File: config.mk
export PLATFORM = sky130hd
export DESIGN_NAME = var_delay_line
export DESIGN_NICKNAME = d
export VERILOG_FILES = /design/src/rtl/dly_pkg.sv /design/src/rtl/dly_sdp_ram.sv /design/src/rtl/var_delay_line.sv
export SDC_FILE = /design/constraint.sdc
export NUM_CORES = 2
export LEC_CHECK = 0
export CORE_MARGIN = 8
export CORE_UTILIZATION = 45
export DETAILED_ROUTE_END_ITERATION = 7
export GPL_ROUTABILITY_DRIVEN = 0
export PLACE_DENSITY = 0.6
export SLEW_MARGIN = 40
export SYNTH_ARGS = -nofsm -noshare
export SYNTH_HDL_FRONTEND = slang
export SYNTH_SLANG_ARGS = --single-unit
File: constraint.sdc
create_clock -name clk -period 6.3 [get_ports clk]
set_clock_uncertainty 0.1 [all_clocks]
set_input_delay 1.575 -clock clk [delete_from_list [all_inputs] [get_ports clk]]
set_output_delay 1.575 -clock clk [all_outputs]
set_load 0.03 [all_outputs]
File: src/rtl/dly_pkg.sv
// Shared constants and helpers for the variable delay line and its users.
// Latency: n/a (declarations only).
// Backpressure: n/a (declarations only).
package dly_pkg;

   // Defaults used by the delay line and by top-level path-matching arithmetic
   localparam int DFLT_MAX_DELAY   = 64;
   localparam int DFLT_RESET_DELAY = 8;

   // Width of a delay field able to hold 0..max_delay
   function automatic int dly_width(input int max_delay);
      return $clog2(max_delay + 1);
   endfunction

   // Map a requested delay onto the supported range 1..max_delay
   function automatic int unsigned dly_clamp(input int unsigned req, input int unsigned max_delay);
      if (req == 0) begin
         return 1;
      end else if (req > max_delay) begin
         return max_delay;
      end else begin
         return req;
      end
   endfunction

endpackage

File: src/rtl/dly_sdp_ram.sv
// Simple dual-port sample store: one write port, one registered read port.
// Latency: read data valid one cycle after the read address; read-before-write on collision.
// Backpressure: none, both ports accept an access every cycle.
module dly_sdp_ram #(
   parameter int WIDTH = 64,
   parameter int DEPTH = 64,
   localparam int AW   = (DEPTH > 1) ? $clog2(DEPTH) : 1
) (
   input  logic             clk,
   input  logic             wr_en_i,
   input  logic [AW-1:0]    wr_addr_i,
   input  logic [WIDTH-1:0] wr_dat_i,
   input  logic             rd_en_i,
   input  logic [AW-1:0]    rd_addr_i,
   output logic [WIDTH-1:0] rd_dat_o
);

   logic [WIDTH-1:0] mem_q [DEPTH];
   logic [WIDTH-1:0] rd_dat_q;

   // Write port: storage only, no reset so it maps onto block RAM
   always_ff @(posedge clk) begin
      if (wr_en_i) begin
         mem_q[wr_addr_i] <= wr_dat_i;
      end
   end

   // Registered read port
   always_ff @(posedge clk) begin
      if (rd_en_i) begin
         rd_dat_q <= mem_q[rd_addr_i];
      end
   end

   assign rd_dat_o = rd_dat_q;

endmodule

File: src/rtl/var_delay_line.sv
// Multi-channel sample delay line, delay programmable at run time from 1 to MAX_DELAY cycles.
// Latency: a sample in cycle t emerges registered in cycle t+D; reconfiguration flushes for D cycles.
// Backpressure: none; one slot per cycle, invalid cycles occupy slots and emerge invalid.
module var_delay_line
   import dly_pkg::*;
#(
   parameter int D_WIDTH     = 32,
   parameter int N_CH        = 2,
   parameter int MAX_DELAY   = DFLT_MAX_DELAY,
   parameter int RESET_DELAY = DFLT_RESET_DELAY,
   localparam int DW         = dly_width(MAX_DELAY)
) (
   input  logic                    clk,
   input  logic                    rst,
   input  logic                    cfg_load,
   input  logic [DW-1:0]           delay_cfg,
   input  logic [N_CH*D_WIDTH-1:0] data_in,
   input  logic                    data_in_valid,
   output logic [N_CH*D_WIDTH-1:0] data_out,
   output logic                    data_out_valid,
   output logic [DW-1:0]           delay_cur,
   output logic                    flushing
);

   localparam int AW = $clog2(MAX_DELAY);
   localparam int W  = N_CH * D_WIDTH;

   logic [AW-1:0]        wr_ptr_q, wr_ptr_d;
   logic [MAX_DELAY-1:0] vld_q, vld_d;
   logic [DW-1:0]        delay_q, delay_d;
   logic [DW-1:0]        flush_cnt_q, flush_cnt_d;
   logic                 flushing_q, flushing_d;
   logic [W-1:0]         dout_q, dout_d;
   logic                 dout_vld_q, dout_vld_d;
   logic [W-1:0]         din_q;
   logic [W-1:0]         ram_rd_dat;
   logic [W-1:0]         sel_dat;
   logic [DW-1:0]        cfg_delay;
   logic [DW-1:0]        ram_back, vld_back;
   logic [AW-1:0]        ram_rd_addr, vld_rd_idx;

   // Circular index 'back' slots behind ptr; back is always below MAX_DELAY
   function automatic logic [AW-1:0] ptr_back(input logic [AW-1:0] ptr, input logic [DW-1:0] back);
      int unsigned idx;
      idx = 32'(ptr) + 32'(MAX_DELAY) - 32'(back);
      if (idx >= 32'(MAX_DELAY)) begin
         idx = idx - 32'(MAX_DELAY);
      end
      return AW'(idx);
   endfunction

   assign cfg_delay = DW'(dly_clamp(32'(delay_cfg), 32'(MAX_DELAY)));

   // Read positions: the output register is loaded one cycle before the sample is due, and
   // the RAM read is issued one cycle before that. D=1 and D=2 are too short for the RAM
   // and are served from data_in and din_q instead.
   always_comb begin
      vld_back = delay_q - DW'(1);
      ram_back = (delay_q >= DW'(2)) ? (delay_q - DW'(2)) : '0;
   end

   assign ram_rd_addr = ptr_back(wr_ptr_q, ram_back);
   assign vld_rd_idx  = ptr_back(wr_ptr_q, vld_back);

   dly_sdp_ram #(
      .WIDTH (W),
      .DEPTH (MAX_DELAY)
   ) u_ram (
      .clk       (clk),
      .wr_en_i   (1'b1),
      .wr_addr_i (wr_ptr_q),
      .wr_dat_i  (data_in),
      .rd_en_i   (1'b1),
      .rd_addr_i (ram_rd_addr),
      .rd_dat_o  (ram_rd_dat)
   );

   // Slot bookkeeping: pointer walks every cycle; reconfiguration drops all in-flight flags
   // but keeps the sample arriving with the strobe as the first of the new regime
   always_comb begin
      wr_ptr_d = (wr_ptr_q == AW'(MAX_DELAY - 1)) ? '0 : (wr_ptr_q + AW'(1));
      vld_d    = cfg_load ? '0 : vld_q;
      vld_d[wr_ptr_q] = data_in_valid;
      delay_d  = cfg_load ? cfg_delay : delay_q;
   end

   // Flush window covers the D_new cycles following the strobe; a new strobe restarts it
   always_comb begin
      flushing_d  = flushing_q;
      flush_cnt_d = flush_cnt_q;
      if (cfg_load) begin
         flushing_d  = 1'b1;
         flush_cnt_d = cfg_delay - DW'(1);
      end else if (flush_cnt_q != '0) begin
         flush_cnt_d = flush_cnt_q - DW'(1);
      end else begin
         flushing_d = 1'b0;
      end
   end

   // Output selection; a strobe suppresses old-regime data unless the new delay is one cycle
   always_comb begin
      dout_vld_d = 1'b0;
      sel_dat    = ram_rd_dat;
      if (cfg_load) begin
         if (cfg_delay == DW'(1)) begin
            dout_vld_d = data_in_valid;
            sel_dat    = data_in;
         end
      end else if (delay_q == DW'(1)) begin
         dout_vld_d = data_in_valid;
         sel_dat    = data_in;
      end else begin
         dout_vld_d = vld_q[vld_rd_idx];
         sel_dat    = (delay_q == DW'(2)) ? din_q : ram_rd_dat;
      end
      dout_d = dout_vld_d ? sel_dat : dout_q;
   end

   // Control and output state with synchronous reset
   always_ff @(posedge clk) begin
      if (rst) begin
         wr_ptr_q    <= '0;
         vld_q       <= '0;
         delay_q     <= DW'(RESET_DELAY);
         flush_cnt_q <= '0;
         flushing_q  <= 1'b0;
         dout_q      <= '0;
         dout_vld_q  <= 1'b0;
      end else begin
         wr_ptr_q    <= wr_ptr_d;
         vld_q       <= vld_d;
         delay_q     <= delay_d;
         flush_cnt_q <= flush_cnt_d;
         flushing_q  <= flushing_d;
         dout_q      <= dout_d;
         dout_vld_q  <= dout_vld_d;
      end
   end

   // One-cycle copy of the input for the D=2 path
   always_ff @(posedge clk) begin
      din_q <= data_in;
   end

   assign data_out       = dout_q;
   assign data_out_valid = dout_vld_q;
   assign delay_cur      = delay_q;
   assign flushing       = flushing_q;

endmodule

==> metrics <==
status=finished, final reports clean; PD cells=354 nW/um^2; Ys Warns=0; length of the first detailed-routing pass in iterations=6; die area=393000 sq um; Place WS=0.822 ns; gr usage total=24.5%; Antenna Nets Post-Route=0; post-route minimum period=5.49 ns; Die Y=627 um; Post-Route Utilization=52.0%; CP Class=reg -> reg; Slowest-stage cell, CP=xnor2_2; hold_buf cts=0; initial antenna violation count=22; Vias=82700; Synth Flop Type=edfxtp_1; placed cell area=179000 sq um; Min-Delay Path Class=reg -> reg; vias in the first global route=82200; Clk pin slew, worst setup/hold paths=0.06 ns; Power Total=0.0686 W; CORE AREA=372000 sq um; Worst setup SP type=register; Avg Vias per Cell=6.26; worst-path fanout max=19; area of the mapped netlist=168000 sq um; Setup violations, final=0; 1st-iter DRT viols=11000; number of synthesized flops with an enable pin=4096; actual slew at the worst max-slew pin=0.933 ns; Final Cell Area=194000 sq um; layout cells sized above 1=30.4%; most common cell after layout, fill and taps aside=edfxtp_1; library cells used by synthesis=51; Detailed Route WL=491000 um; CTS sink count=4374; PortBufs=147; Worst VDD drop=0.298 mV; most frequent cells in the layout=edfxtp_1 (4096), mux4_2 (1296), clkbuf_16 (453); Avg Cell Area, Syn=23.1 sq um; Inserted Clock Buffers=445; site row count=224; root buffer cell=clkbuf_16; RSZ-0062 raised after global routing=false; post-synthesis sequential element count=4374; Crit path required time=7.03 ns; Post-CTS Setup Bufs=0; DR WL/cell=37.1 um; CP Cell Sequence=nor3_1 > and3_4 > nand3b_1 > nand2_1 > ha_1 > nor2b_1 > o21ai_0 > nand2_1 > xnor2_2 > buf_12 > buf_4 > mux4_2 > mux2i_1 > mux2i_1; Critical Path AT=6.22 ns; Final Slew Violations=0; TNS Setup=0 ns; PnR worst setup slack=0.812 ns; final worst-path cycle share=87.1%; largest net degree at the start of global routing=120; CTS tree=built; FMAX=182 MHz; Initial Util=45.2%; drt drc=0; Slew HR=37.8%; max-cap viol count=0; Final nets=7944; cts repair resizes=0; H-Tree Depth=5; Synthesized Nets=7364; GRT overflow=0; Final Hold Vio Count=0; worst-skew pair later-pin latency=0.98 ns; CTS Buffer Depth=4; ys async rst share=0%; Post-Syn Instances=7267; IO Count=148; static leakage power=61.9 nW; final HPWL from detailed placement=263000 um; Setup crit end kind=register; critical path's largest stage delay=0.67 ns; first-pass GRT wire length=672000 um; Die W=627 um; post-synthesis sequential area ratio=76.5%; area grow syn2layout=15.2%
-- layout make-up --
type                    count  area (sq um)
fillers                 28600        178000
flip-flops and latches   4374        129000
multi-input cells        2465         38200
clock buffers             606         12300
well taps                4972          6220
repair buffers            546          5870
clock inverters           226          2300
inverters                  15          61.3
diodes                     23          57.6
-- sequential cells by signal, summed over array words and instances, names as in the netlist --
register        flops
delay_cur           7
data_out           64
vld_q              64
flush_cnt_q         7
flushing            1
data_out_valid      1
din_q              64
wr_ptr_q            6
u_ram.rd_dat_o     64
u_ram.mem_q      4096
-- worst max-delay path, delay by kind of cell (launching register included) --
| kind | cells | cell delay, ns |
|---|---|---|
| and+or+nand+nor | 6 | 1.76 |
| adders and majority gates | 1 | 0.29 |
| muxes | 3 | 1.20 |
| DFF | 1 | 0.40 |
| buffers and inverters | 2 | 0.62 |
| AOI/OAI and AO/OA | 1 | 0.27 |
| xor gates and xnor gates | 1 | 0.67 |
-- cells by family (layout without fill, tap and decap cells) --
| kind of cell | Yosys count | in the layout | synth area share [%] |
|---|---|---|---|
| adders and majority gates | 22 | 22 | 0.173 |
| DFF | 4374 | 4374 | 76.5 |
| buffers and inverters | 428 | 1393 | 1.11 |
| and+or+nand+nor | 480 | 480 | 1.37 |
| other | 0 | 23 | 0 |
| muxes | 1700 | 1700 | 19.8 |
| xor gates and xnor gates | 25 | 25 | 0.157 |
| AOI/OAI and AO/OA | 238 | 238 | 0.898 |
-- stage by stage --
| step | cells | hold WS [ns] |
|---|---|---|
| after CTS | 13200 | 0.377 |
| after floorplan | 7267 | 0.357 |
| after detailed placement | 12400 | 0.368 |
| final | 13200 | 0.377 |
| after global placement | 12300 | 0.369 |
| after global routing | 13200 | 0.406 |
-- worst paths after layout --
path / startpoint / end / slack [ns] / cells after the start
setup / recovery: delay_cur[3]$_SDFFE_PP1P_ / u_ram.rd_dat_o[40]$_DFF_P_ / 0.81 / 14
hold / removal: data_out[7]$_SDFFE_PP0P_ / data_out[7]$_SDFFE_PP0P_ / 0.38 / 2
setup reg to reg: delay_cur[3]$_SDFFE_PP1P_ / u_ram.rd_dat_o[40]$_DFF_P_ / 0.81 / 14
hold reg to reg: data_out[7]$_SDFFE_PP0P_ / data_out[7]$_SDFFE_PP0P_ / 0.38 / 2
-- where the power goes --
part           internal [W]  switching, W  leakage [nW]
sequential           0.0323      0.000426          39.2
clock                0.0154        0.0110          7.15
combinational       0.00446       0.00497          15.6
total                0.0521        0.0164          61.9
-- cells in the mapped netlist (3+ instances only) --
library cell	count	area share, %
edfxtp_1	4096	73
nand2b_1	69	0.26
buf_6	3	0.020
nor2_1	276	0.62
a211o_1	64	0.33
a22oi_1	3	0.013
o21bai_1	3	0.013
nor3_1	8	0.024
xnor2_1	12	0.063
a21oi_1	134	0.40
dfxtp_1	278	3.3
o21ai_0	10	0.030
nand3_1	13	0.039
nand3b_1	5	0.022
mux2i_1	400	2.4
mux4_2	1296	17
a211oi_1	3	0.013
o211ai_1	9	0.040
nor2b_1	8	0.030
buf_2	85	0.25
xor2_1	10	0.052
or3_1	8	0.030
buf_1	25	0.056
nand2_1	31	0.069
inv_1	15	0.034
mux2_2	4	0.027
nor3b_1	51	0.23
buf_12	6	0.071
buf_4	8	0.036
ha_1	20	0.15
clkbuf_1	286	0.64
-- routing by layer --
| metal | vias up | track usage, % | share of wire (%) |
|---|---|---|---|
| met5 | - | 0 | 0.0020 |
| met4 | 2 | 7.01 | 3.2 |
| met3 | 730 | 3.87 | 8.3 |
| met2 | 4147 | 40.1 | 49 |
| met1 | 45800 | 34.4 | 40 |
| li1 | 32100 | - | - |
(Power assumes the default switching activity.)
